--- config.mk ---
export PLATFORM = sky130hd
export DESIGN_NAME = vga_cpu_bridge
export DESIGN_NICKNAME = d
export VERILOG_FILES = /design/src/rtl/vga_cpu_bridge.sv
export SDC_FILE = /design/constraint.sdc
export NUM_CORES = 1
export LEC_CHECK = 0
export CELL_PAD_IN_SITES_DETAIL_PLACEMENT = 1
export CELL_PAD_IN_SITES_GLOBAL_PLACEMENT = 1
export CORE_MARGIN = 1
export CORE_UTILIZATION = 40
export DETAILED_ROUTE_END_ITERATION = 12
export PLACE_DENSITY = 0.6
export REMOVE_ABC_BUFFERS = 1
export SYNTH_ARGS = -nofsm -noshare
export SYNTH_HDL_FRONTEND = slang
export SYNTH_SLANG_ARGS = --single-unit
--- constraint.sdc ---
create_clock -name CLK -period 4.4 [get_ports CLK]
set_clock_uncertainty 0.2 [all_clocks]
set_input_delay 0.66 -clock CLK [delete_from_list [all_inputs] [get_ports CLK]]
set_output_delay 0.66 -clock CLK [all_outputs]
set_load 0.02 [all_outputs]
--- src/rtl/vga_cpu_bridge.sv ---
// 6502 draw-register front end: syncs the CPU bus into CLK, decodes the X/Y/COLOR/DRAW registers, queues pixel commands.
// Optional VGA_CPU_BRIDGE_AUTOINC_EN: advance X (wrapping into Y) after every accepted DRAW.
module vga_cpu_bridge #(
    parameter int DEPTH = 16,
    parameter int PTR_W = 4,
    parameter int X_MAX = 199,
    parameter int Y_MAX = 149
) (
    input  logic       CLK,
    input  logic       RESB,
    input  logic       CPU_CLK,
    input  logic       CE,
    input  logic       RWB,
    input  logic [1:0] ADDR,
    input  logic [7:0] DATA,
    output logic [7:0] PX_X,
    output logic [7:0] PX_Y,
    output logic [2:0] PX_COLOR,
    output logic       PX_VALID,
    input  logic       PX_READY,
    output logic       FULL,
    output logic       OVERFLOW
);

    typedef enum logic [1:0] {
        REG_X    = 2'd0,
        REG_Y    = 2'd1,
        REG_COL  = 2'd2,
        REG_DRAW = 2'd3
    } reg_sel_t;

    localparam logic [7:0]       X_LIM    = 8'(X_MAX);
    localparam logic [7:0]       Y_LIM    = 8'(Y_MAX);
    localparam logic [PTR_W:0]   DEPTH_N  = (PTR_W+1)'(DEPTH);
    localparam logic [PTR_W-1:0] PTR_LAST = PTR_W'(DEPTH - 1);

    // bus synchronisers
    logic       cpu_clk_s1, cpu_clk_s2, cpu_clk_s3;
    logic       ce_s1, ce_s2;
    logic       rwb_s1, rwb_s2;
    logic [1:0] addr_s1;
    reg_sel_t   addr_s2;
    logic [7:0] data_s1, data_s2;

    // draw registers
    logic [7:0] x_reg, y_reg;
    logic [2:0] col_reg;

    // command FIFO
    logic [18:0]      mem [DEPTH];
    logic [PTR_W-1:0] wr_ptr, rd_ptr;
    logic [PTR_W:0]   count, count_next;
    logic [18:0]      head;

    logic commit, draw, in_range, push, pop, drop;

    // CPU_CLK stages reset high so no false phi2 fall is seen on reset release
    always_ff @(posedge CLK or negedge RESB) begin
        if (!RESB) begin
            cpu_clk_s1 <= 1'b1;
            cpu_clk_s2 <= 1'b1;
            cpu_clk_s3 <= 1'b1;
            ce_s1      <= 1'b1;
            ce_s2      <= 1'b1;
            rwb_s1     <= 1'b1;
            rwb_s2     <= 1'b1;
            addr_s1    <= '0;
            addr_s2    <= REG_X;
            data_s1    <= '0;
            data_s2    <= '0;
        end else begin
            cpu_clk_s1 <= CPU_CLK;
            cpu_clk_s2 <= cpu_clk_s1;
            cpu_clk_s3 <= cpu_clk_s2;
            ce_s1      <= CE;
            ce_s2      <= ce_s1;
            rwb_s1     <= RWB;
            rwb_s2     <= rwb_s1;
            addr_s1    <= ADDR;
            addr_s2    <= reg_sel_t'(addr_s1);
            data_s1    <= DATA;
            data_s2    <= data_s1;
        end
    end

    always_comb begin
        commit   = cpu_clk_s3 & ~cpu_clk_s2 & ~ce_s2 & ~rwb_s2;
        draw     = commit && (addr_s2 == REG_DRAW);
        in_range = (x_reg <= X_LIM) && (y_reg <= Y_LIM);
        pop      = PX_VALID & PX_READY;
        // a full FIFO still accepts when the head leaves on the same edge
        push     = draw & in_range & ((count != DEPTH_N) | pop);
        drop     = draw & in_range & ~push;

        count_next = count;
        case ({push, pop})
            2'b10:   count_next = count + 1'b1;
            2'b01:   count_next = count - 1'b1;
            default: count_next = count;
        endcase
    end

    always_ff @(posedge CLK or negedge RESB) begin
        if (!RESB) begin
            x_reg   <= '0;
            y_reg   <= '0;
            col_reg <= '0;
        end else if (commit) begin
            unique case (addr_s2)
                REG_X:   x_reg   <= data_s2;
                REG_Y:   y_reg   <= data_s2;
                REG_COL: col_reg <= data_s2[2:0];
                REG_DRAW: begin
`ifdef VGA_CPU_BRIDGE_AUTOINC_EN
                    if (push) begin
                        if (x_reg == X_LIM) begin
                            x_reg <= '0;
                            y_reg <= (y_reg == Y_LIM) ? '0 : y_reg + 1'b1;
                        end else begin
                            x_reg <= x_reg + 1'b1;
                        end
                    end
`endif
                end
            endcase
        end
    end

    always_ff @(posedge CLK or negedge RESB) begin
        if (!RESB) begin
            wr_ptr   <= '0;
            rd_ptr   <= '0;
            count    <= '0;
            FULL     <= 1'b0;
            OVERFLOW <= 1'b0;
        end else begin
            if (push) begin
                wr_ptr <= (wr_ptr == PTR_LAST) ? '0 : wr_ptr + 1'b1;
            end
            if (pop) begin
                rd_ptr <= (rd_ptr == PTR_LAST) ? '0 : rd_ptr + 1'b1;
            end
            count <= count_next;
            FULL  <= (count_next == DEPTH_N);
            if (drop) begin
                OVERFLOW <= 1'b1;
            end
        end
    end

    always_ff @(posedge CLK) begin
        if (push) begin
            mem[wr_ptr] <= {x_reg, y_reg, col_reg};
        end
    end

    // head is forced to zero when empty so outputs read 0 after reset
    always_comb begin
        head     = mem[rd_ptr];
        PX_VALID = (count != '0);
        PX_X     = PX_VALID ? head[18:11] : '0;
        PX_Y     = PX_VALID ? head[10:3]  : '0;
        PX_COLOR = PX_VALID ? head[2:0]   : '0;
    end

endmodule

==> run_summary.xml, run 1 <==
<?xml version="1.0" encoding="UTF-8"?>
<metrics>
  <group name="run_status">
    <metric name="run_status" unit="">finished clean</metric>
  </group>
  <group name="yosys">
    <metric name="synthCells" unit="">654</metric>
    <metric name="synth_top_flop_cell" unit="">sky130_fd_sc_hd__edfxtp_1</metric>
    <metric name="post_synth_instance_area" unit="um2">14200</metric>
    <metric name="synth_top_cell_by_area" unit="">sky130_fd_sc_hd__edfxtp_1</metric>
    <metric name="postSynth.asyncResetShare" unit="%">16.71</metric>
    <metric name="synth_top_area_share" unit="%">64.27</metric>
    <metric name="avgSynthCellArea" unit="um2">21.72</metric>
    <metric name="synth.top_cells.by_area" unit="">sky130_fd_sc_hd__edfxtp_1 64%, sky130_fd_sc_hd__mux4_2 15%, sky130_fd_sc_hd__dfrtp_1 9.5%, sky130_fd_sc_hd__mux2_2 1.7%, sky130_fd_sc_hd__and2_1 1.5%</metric>
    <metric name="yosys_warnings" unit="">0</metric>
    <metric name="postSynthRegisterBits" unit="">365</metric>
    <metric name="synthDistinctLibCells" unit="">49</metric>
    <metric name="synth-edff-count" unit="">304</metric>
    <metric name="synth_seq_area_share" unit="%">75.08</metric>
  </group>
  <group name="sta">
    <metric name="worst_slew_margin_rel" unit="%">40.57</metric>
    <metric name="number_of_endpoints_failing_setup_at_the_final_stage" unit="">0</metric>
    <metric name="timing_worst_slew_pin_value" unit="ns">0.8915</metric>
    <metric name="finalWorstPathRequiredPeriod" unit="ns">4.093</metric>
    <metric name="rsz0062_at_grt" unit="">false</metric>
    <metric name="final_hold_viol_count" unit="">0</metric>
    <metric name="post-route-period-util" unit="%">93.03</metric>
    <metric name="worst_hold_slack_after_final_layout" unit="ns">0.06355</metric>
    <metric name="finalWorstSetupSlack" unit="ns">0.3068</metric>
    <metric name="drv_slew" unit="">0</metric>
    <metric name="fmax" unit="GHz">0.2443</metric>
    <metric name="setup_tns_final" unit="ns">0</metric>
  </group>
  <group name="finish">
    <metric name="registers.top_by_ff_count" unit="">mem</metric>
    <metric name="syn_to_final_growth" unit="%">16.55</metric>
    <metric name="nFillCells" unit="">3147</metric>
    <metric name="antenna_cells" unit="">0</metric>
    <metric name="combined_area_of_the_multi_input_logic_cells" unit="um2">3358</metric>
    <metric name="nNetsFinal" unit="">758</metric>
    <metric name="final_cell_count_no_fill" unit="">1217</metric>
    <metric name="drive_gt1_share" unit="%">28.74</metric>
    <metric name="register_area" unit="um2">10670</metric>
    <metric name="flip_flop_count_of_the_largest_register_all_copies_and_words_added" unit="">304</metric>
  </group>
  <group name="floorplan">
    <metric name="die_height" unit="um">190.4</metric>
    <metric name="initial_core_util" unit="%">40.92</metric>
    <metric name="ioPinCount" unit="">38</metric>
    <metric name="floorplan.rows" unit="">68</metric>
    <metric name="dieArea" unit="um2">36270</metric>
    <metric name="dieWidth" unit="um">190.4</metric>
    <metric name="core-area" unit="um2">34710</metric>
  </group>
  <group name="clock_tree">
    <metric name="cts_num_sinks" unit="">365</metric>
    <metric name="htreeDepth" unit="">2</metric>
    <metric name="post_cts_resized" unit="">0</metric>
    <metric name="post_cts_hold_buffer_count" unit="">0</metric>
    <metric name="ctsRootBufferMaster" unit="">sky130_fd_sc_hd__clkbuf_16</metric>
    <metric name="cts_setup_buffers" unit="">0</metric>
    <metric name="cts_tree" unit="">yes</metric>
    <metric name="number_of_clock_buffers_inserted_by_tritoncts" unit="">39</metric>
    <metric name="clockBufferDepth" unit="">3</metric>
    <metric name="clkSlewWorstSetupHoldPaths" unit="ns">0.06</metric>
    <metric name="insertion_delay" unit="ns">0.52</metric>
  </group>
  <group name="detailed_routing">
    <metric name="detail-route-antenna-nets" unit="">0</metric>
    <metric name="dr.first_iter.drc_count" unit="">515</metric>
    <metric name="avgViaCountPerCell" unit="">5.558</metric>
    <metric name="route.detailed.drc" unit="">0</metric>
    <metric name="routed_wl" unit="mm">32.75</metric>
    <metric name="dr_total_vias" unit="">6764</metric>
    <metric name="first_drt_pass_iteration_count" unit="">4</metric>
    <metric name="detail_route.wl_per_cell" unit="um">26.91</metric>
  </group>
  <group name="power_and_ir_drop">
    <metric name="share_clk_of_total_power" unit="%">30.9</metric>
    <metric name="p_comb_share" unit="%">26.7</metric>
    <metric name="power.share.switching" unit="%">27.84</metric>
    <metric name="total_leakage_power" unit="nW">5.535</metric>
    <metric name="pwr_density_cell" unit="nW/um2">618.8</metric>
    <metric name="sequentialPowerShare" unit="%">42.4</metric>
    <metric name="ir_worst_vdd" unit="uV">329.3</metric>
    <metric name="internal_power" unit="W">0.007392</metric>
    <metric name="power.net_switching" unit="W">0.002851</metric>
  </group>
  <group name="critical_path">
    <metric name="worstPathArrival" unit="ns">3.23</metric>
    <metric name="critical_path_peak_fanout" unit="">12</metric>
    <metric name="timing.setup.critical_path_class" unit="">reg -&gt; out</metric>
    <metric name="critPathRequiredTime" unit="ns">3.54</metric>
    <metric name="crit_path_end_kind" unit="">output port</metric>
    <metric name="start_kind" unit="">flop</metric>
  </group>
  <group name="run">
    <metric name="maxCapViolations" unit="">0</metric>
  </group>
  <group name="global_routing">
    <metric name="antenna_found_initial" unit="">0</metric>
    <metric name="grt_util_all_layers" unit="%">18.89</metric>
    <metric name="overflow" unit="">0</metric>
    <metric name="wire_length_of_the_first_global_routing_pass" unit="mm">49.07</metric>
    <metric name="grt_start_max_net_pins" unit="">42</metric>
    <metric name="number_of_global_route_vias_before_repair" unit="">7492</metric>
  </group>
  <group name="placement">
    <metric name="hpwlAfterDp" unit="mm">17.99</metric>
    <metric name="globalplace.congestion" unit="">0.7155</metric>
    <metric name="placement.setup.worst_slack" unit="ns">0.5876</metric>
    <metric name="io_buffer_count" unit="">37</metric>
    <metric name="post-place-cells" unit="">1146</metric>
  </group>
  <group name="worst_hold_path">
    <metric name="hold_path.class" unit="">in -&gt; async</metric>
  </group>
</metrics>
cell type report:
type	instances	area share, %
clock buffers	62	7.082
clock inverters	8	0.4308
inverters	7	0.1587
multi-input cells	253	20.29
flip-flops and latches	365	64.46
well taps	455	3.439
repair buffers	67	4.142
metrics by stage:
step,power [W],utilization [%],instance area [um2]
2_1_floorplan,0.006163,-,14050
5_1_grt,0.01069,47.69,16550
4_1_cts,0.01034,47.61,16530
6_report,0.01024,47.69,16550
3_3_place_gp,0.007061,44.03,15280
3_5_place_dp,0.007156,44.03,15280
worst paths after layout:
path / to / depth (start not counted) / slack (ns) / start
max in group asynchronous: rd_ptr[1] / 2 / 3.06 / RESB
hold / removal: count[3] / 1 / 0.06 / RESB
setup / recovery: PX_X[7] / 5 / 0.31 / rd_ptr[0]
setup reg to reg: FULL / 11 / 0.54 / count[3]
min in group CLK: data_s2[2] / 0 / 0.15 / data_s1[2]
hold reg to reg: data_s2[2] / 0 / 0.15 / data_s1[2]
cell families (layout without fill, tap and decap cells):
| family | Yosys count | in the layout | share of synthesized area (%) |
|---|---|---|---|
| AND/OR/NAND/NOR | 83 | 83 | 3.797 |
| adder cells (fa/ha/maj) | 9 | 9 | 0.8457 |
| multiplexers | 117 | 117 | 16.80 |
| buffers and inverters | 36 | 144 | 1.277 |
| XOR/XNOR | 4 | 4 | 0.2466 |
| flip-flops | 365 | 365 | 75.08 |
| AO/OA/AOI/OAI | 40 | 40 | 1.956 |
cell usage after synthesis, drive strengths merged, types with 4 or more instances:
library cell  instances
nor4                  4
and2                 35
dfstp                 7
a21oi                 9
dfrtp                54
buf                  16
nand2                 9
a21o                  5
edfxtp              304
clkbuf               13
nand3                 7
mux4                 95
nor2                  7
inv                   7
xnor2                 4
mux2                 21
ha                    8
o21ai                 6
layout by cell type (no fill, tap or decap), types with 8 or more instances in the layout:
cell / instances
sky130_fd_sc_hd__clkbuf_1: 13
sky130_fd_sc_hd__clkbuf_16: 41
sky130_fd_sc_hd__ha_1: 8
sky130_fd_sc_hd__and2_1: 35
sky130_fd_sc_hd__dfrtp_1: 52
sky130_fd_sc_hd__clkdlybuf4s50_1: 36
sky130_fd_sc_hd__mux2_2: 21
sky130_fd_sc_hd__mux4_2: 95
sky130_fd_sc_hd__a21oi_1: 9
sky130_fd_sc_hd__nand2_1: 8
sky130_fd_sc_hd__edfxtp_1: 304
sky130_fd_sc_hd__buf_4: 23
power by group through the flow:
stage                     sequential (W)  clock [W]  combinational, W
after floorplan                  0.00449          0           0.00168
after global placement           0.00441          0           0.00266
after detailed placement         0.00444          0           0.00271
after CTS                        0.00437    0.00324           0.00273
after global routing             0.00438    0.00337           0.00294
final                            0.00434    0.00317           0.00273
metal layers:
metal  global-route usage, %  vias to the layer above  part of all wire (%)  wire length [um]
li1                        -                     2879                     -                 -
met1                   25.90                     3651                    44             14350
met2                   30.80                      172                    49             16010
met3                   2.742                       62                   4.0              1326
met4                   6.892                        0                   3.2              1054
met5                       0                        -                     0                 0
critical path, cell delays in order (launching register included):
cell	delay, ns
sky130_fd_sc_hd__dfrtp_4	0.66
sky130_fd_sc_hd__buf_4	0.31
sky130_fd_sc_hd__mux4_2	0.53
sky130_fd_sc_hd__mux4_2	0.50
sky130_fd_sc_hd__and2_1	0.18
sky130_fd_sc_hd__clkdlybuf4s50_1	0.53
Note: power is estimated with default switching activity, not from simulation.
==> inputs of run 2 (changes only) <==
--- a/config.mk
+++ b/config.mk
@@ -8,9 +8,9 @@
 export CELL_PAD_IN_SITES_DETAIL_PLACEMENT = 1
 export CELL_PAD_IN_SITES_GLOBAL_PLACEMENT = 1
 export CORE_MARGIN = 1
-export CORE_UTILIZATION = 40
+export CORE_UTILIZATION = 54
 export DETAILED_ROUTE_END_ITERATION = 12
-export PLACE_DENSITY = 0.6
+export PLACE_DENSITY = 0.77
 export REMOVE_ABC_BUFFERS = 1
 export SYNTH_ARGS = -nofsm -noshare
 export SYNTH_HDL_FRONTEND = slang
==> constraint.sdc (replaced) <==
create_clock -name CLK -period 4.5 [get_ports CLK]
set_clock_uncertainty 0.2 [all_clocks]
set_input_delay 0.675 -clock CLK [delete_from_list [all_inputs] [get_ports CLK]]
set_output_delay 0.675 -clock CLK [all_outputs]
set_load 0.02 [all_outputs]
==> run 2 against run 1 <==
Against the previous run:
- design area down 1.7%
- die area down 26%
- register-to-register slack better by 0.21 ns
- critical path depth unchanged
- sequential power down 4%
==> run_summary.xml, run 2 (same netlist as run 1, synthesis figures left out) <==
<?xml version="1.0" encoding="UTF-8"?>
<metrics>
  <group name="detailed_routing">
    <metric name="routed_wl" unit="mm">31.86</metric>
    <metric name="dr.first_iter.drc_count" unit="">600</metric>
    <metric name="met3_length" unit="mm">2.526</metric>
    <metric name="dr_total_vias" unit="">6893</metric>
    <metric name="detail-route-antenna-nets" unit="">0</metric>
    <metric name="drt-met1-wl" unit="mm">12.64</metric>
    <metric name="detail_route.wl_per_cell" unit="um">29.31</metric>
    <metric name="route.detailed.drc" unit="">0</metric>
    <metric name="first_drt_pass_iteration_count" unit="">5</metric>
    <metric name="avgViaCountPerCell" unit="">6.341</metric>
    <metric name="routed-wl-met2" unit="mm">15.67</metric>
    <metric name="top_layer_used" unit="">met4</metric>
  </group>
  <group name="clock_tree">
    <metric name="cts_setup_buffers" unit="">0</metric>
    <metric name="cts_num_sinks" unit="">365</metric>
    <metric name="ctsRootBufferMaster" unit="">sky130_fd_sc_hd__clkbuf_16</metric>
    <metric name="post_cts_hold_buffer_count" unit="">0</metric>
    <metric name="cts_tree" unit="">yes</metric>
    <metric name="htreeDepth" unit="">2</metric>
    <metric name="number_of_clock_buffers_inserted_by_tritoncts" unit="">37</metric>
    <metric name="clkSlewWorstSetupHoldPaths" unit="ns">0.06</metric>
    <metric name="insertion_delay" unit="ns">0.52</metric>
    <metric name="clockBufferDepth" unit="">3</metric>
    <metric name="post_cts_resized" unit="">0</metric>
  </group>
  <group name="global_routing">
    <metric name="grt_start_max_net_pins" unit="">81</metric>
    <metric name="grt_util_all_layers" unit="%">24.77</metric>
    <metric name="antenna_found_initial" unit="">1</metric>
    <metric name="wire_length_of_the_first_global_routing_pass" unit="mm">46.53</metric>
    <metric name="overflow" unit="">0</metric>
    <metric name="number_of_global_route_vias_before_repair" unit="">7286</metric>
  </group>
  <group name="power_and_ir_drop">
    <metric name="ir_worst_vdd" unit="uV">352.9</metric>
    <metric name="power.net_switching" unit="W">0.002753</metric>
    <metric name="p_comb_share" unit="%">26.9</metric>
    <metric name="pwr_density_cell" unit="nW/um2">604.5</metric>
    <metric name="power.share.switching" unit="%">27.97</metric>
    <metric name="total_leakage_power" unit="nW">5.477</metric>
    <metric name="internal_power" unit="W">0.007089</metric>
    <metric name="sequentialPowerShare" unit="%">42.5</metric>
    <metric name="share_clk_of_total_power" unit="%">30.5</metric>
  </group>
  <group name="sta">
    <metric name="worst_hold_slack_after_final_layout" unit="ns">0.04791</metric>
    <metric name="drv_slew" unit="">0</metric>
    <metric name="rsz0062_at_grt" unit="">false</metric>
    <metric name="final_hold_viol_count" unit="">0</metric>
    <metric name="finalWorstPathRequiredPeriod" unit="ns">4.137</metric>
    <metric name="worst_slew_margin_rel" unit="%">36.14</metric>
    <metric name="fmax" unit="GHz">0.2417</metric>
    <metric name="post-route-period-util" unit="%">91.94</metric>
    <metric name="finalWorstSetupSlack" unit="ns">0.3627</metric>
    <metric name="timing_worst_slew_pin_value" unit="ns">0.9537</metric>
    <metric name="number_of_endpoints_failing_setup_at_the_final_stage" unit="">0</metric>
  </group>
  <group name="critical_path">
    <metric name="critical_path.most_common_cell" unit="">sky130_fd_sc_hd__mux4_2</metric>
    <metric name="timing.setup.critical_path_class" unit="">reg -&gt; out</metric>
    <metric name="start_kind" unit="">flop</metric>
    <metric name="crit_slowest_cell" unit="">sky130_fd_sc_hd__dfrtp_4</metric>
    <metric name="worst_path_largest_cell_delay" unit="ns">0.71</metric>
    <metric name="critPathRequiredTime" unit="ns">3.62</metric>
    <metric name="worstPathArrival" unit="ns">3.26</metric>
    <metric name="critical_path_peak_fanout" unit="">18</metric>
    <metric name="crit_chain" unit="">buf_12 -&gt; mux4_2 -&gt; mux4_2 -&gt; and2_1 -&gt; clkdlybuf4s50_1</metric>
    <metric name="crit_path_end_kind" unit="">output port</metric>
  </group>
  <group name="finish">
    <metric name="utilization" unit="%">63.92</metric>
    <metric name="syn_to_final_growth" unit="%">14.62</metric>
    <metric name="antenna_cells" unit="">0</metric>
    <metric name="final_area" unit="um2">16280</metric>
    <metric name="nNetsFinal" unit="">753</metric>
    <metric name="drive_gt1_share" unit="%">28.27</metric>
    <metric name="mostFrequentLayoutCell" unit="">sky130_fd_sc_hd__edfxtp_1</metric>
    <metric name="flip_flop_count_of_the_largest_register_all_copies_and_words_added" unit="">304</metric>
    <metric name="nFillCells" unit="">2032</metric>
    <metric name="registers.top_by_ff_count" unit="">mem</metric>
    <metric name="most-common-layout-cells" unit="">304 x sky130_fd_sc_hd__edfxtp_1, 95 x sky130_fd_sc_hd__mux4_2, 52 x sky130_fd_sc_hd__dfrtp_1</metric>
  </group>
  <group name="placement">
    <metric name="io_buffer_count" unit="">37</metric>
    <metric name="postPlaceCellArea" unit="um2">15060</metric>
    <metric name="hpwlAfterDp" unit="mm">17.28</metric>
    <metric name="globalplace.congestion" unit="">0.7708</metric>
    <metric name="placement.setup.worst_slack" unit="ns">0.6524</metric>
  </group>
  <group name="floorplan">
    <metric name="die_height" unit="um">164.2</metric>
    <metric name="initial_core_util" unit="%">55.76</metric>
    <metric name="core-area" unit="um2">25470</metric>
    <metric name="dieWidth" unit="um">164.2</metric>
    <metric name="ioPinCount" unit="">38</metric>
    <metric name="floorplan.rows" unit="">58</metric>
    <metric name="dieArea" unit="um2">26960</metric>
  </group>
  <group name="run">
    <metric name="maxCapViolations" unit="">0</metric>
  </group>
  <group name="worst_hold_path">
    <metric name="hold_path.class" unit="">in -&gt; async</metric>
  </group>
  <group name="run_status">
    <metric name="run_status" unit="">finished clean</metric>
  </group>
</metrics>
## run 2: power groups by stage
stage | clock network [W] | logic, W | registers, W
after floorplan | 0 | 0.00164 | 0.00439
after global placement | 0 | 0.00251 | 0.00425
after detailed placement | 0 | 0.00261 | 0.00429
after CTS | 0.00305 | 0.00262 | 0.00422
after global routing | 0.00317 | 0.00283 | 0.00421
final | 0.00301 | 0.00265 | 0.00418
## run 2: path summary, 6_finish.rpt
path                       startpoint         end  slack [ns]  depth (start not counted)
max                         rd_ptr[0]     PX_X[5]        0.36                          5
min                              RESB   wr_ptr[0]        0.05                          1
max reg2reg                  count[3]    count[4]        0.75                         10
min reg2reg                data_s1[4]  data_s2[4]        0.15                          0
max in group asynchronous        RESB       ce_s2        3.13                          2
min in group CLK           data_s1[4]  data_s2[4]        0.15                          0
## run 2: final cells by class
class                   count  area [um2]  share of cell area (%)
clock buffers              52        1059                   6.502
clock inverters            16       137.6                  0.8454
inverters                   7       26.28                  0.1614
multi-input cells         253        3358                   20.63
flip-flops and latches    365       10670                   65.53
well taps                 330       412.9                   2.536
repair buffers             64       618.1                   3.797
## run 2: per-layer routing
layer	vias to the layer above	track usage, %
li1	2860	-
met1	3625	34.16
met2	338	39.78
met3	70	4.672
met4	0	9.049
met5	-	0
## run 2: critical path, delay by kind of cell (launching register included)
| family | cells | cell delay [ns] |
|---|---|---|
| muxes | 2 | 0.98 |
| DFF | 1 | 0.71 |
| and+or+nand+nor | 1 | 0.23 |
| buffers and inverters | 2 | 0.82 |
## run 2: per-stage QoR
stage / power, W / TNS [ns] / instances
after floorplan: 0.006027 / -15.00 / 625
after global placement: 0.006757 / 0 / 1018
after detailed placement: 0.006892 / 0 / 1018
after CTS: 0.009895 / 0 / 1086
after global routing: 0.01022 / 0 / 1087
final: 0.009842 / 0 / 1087
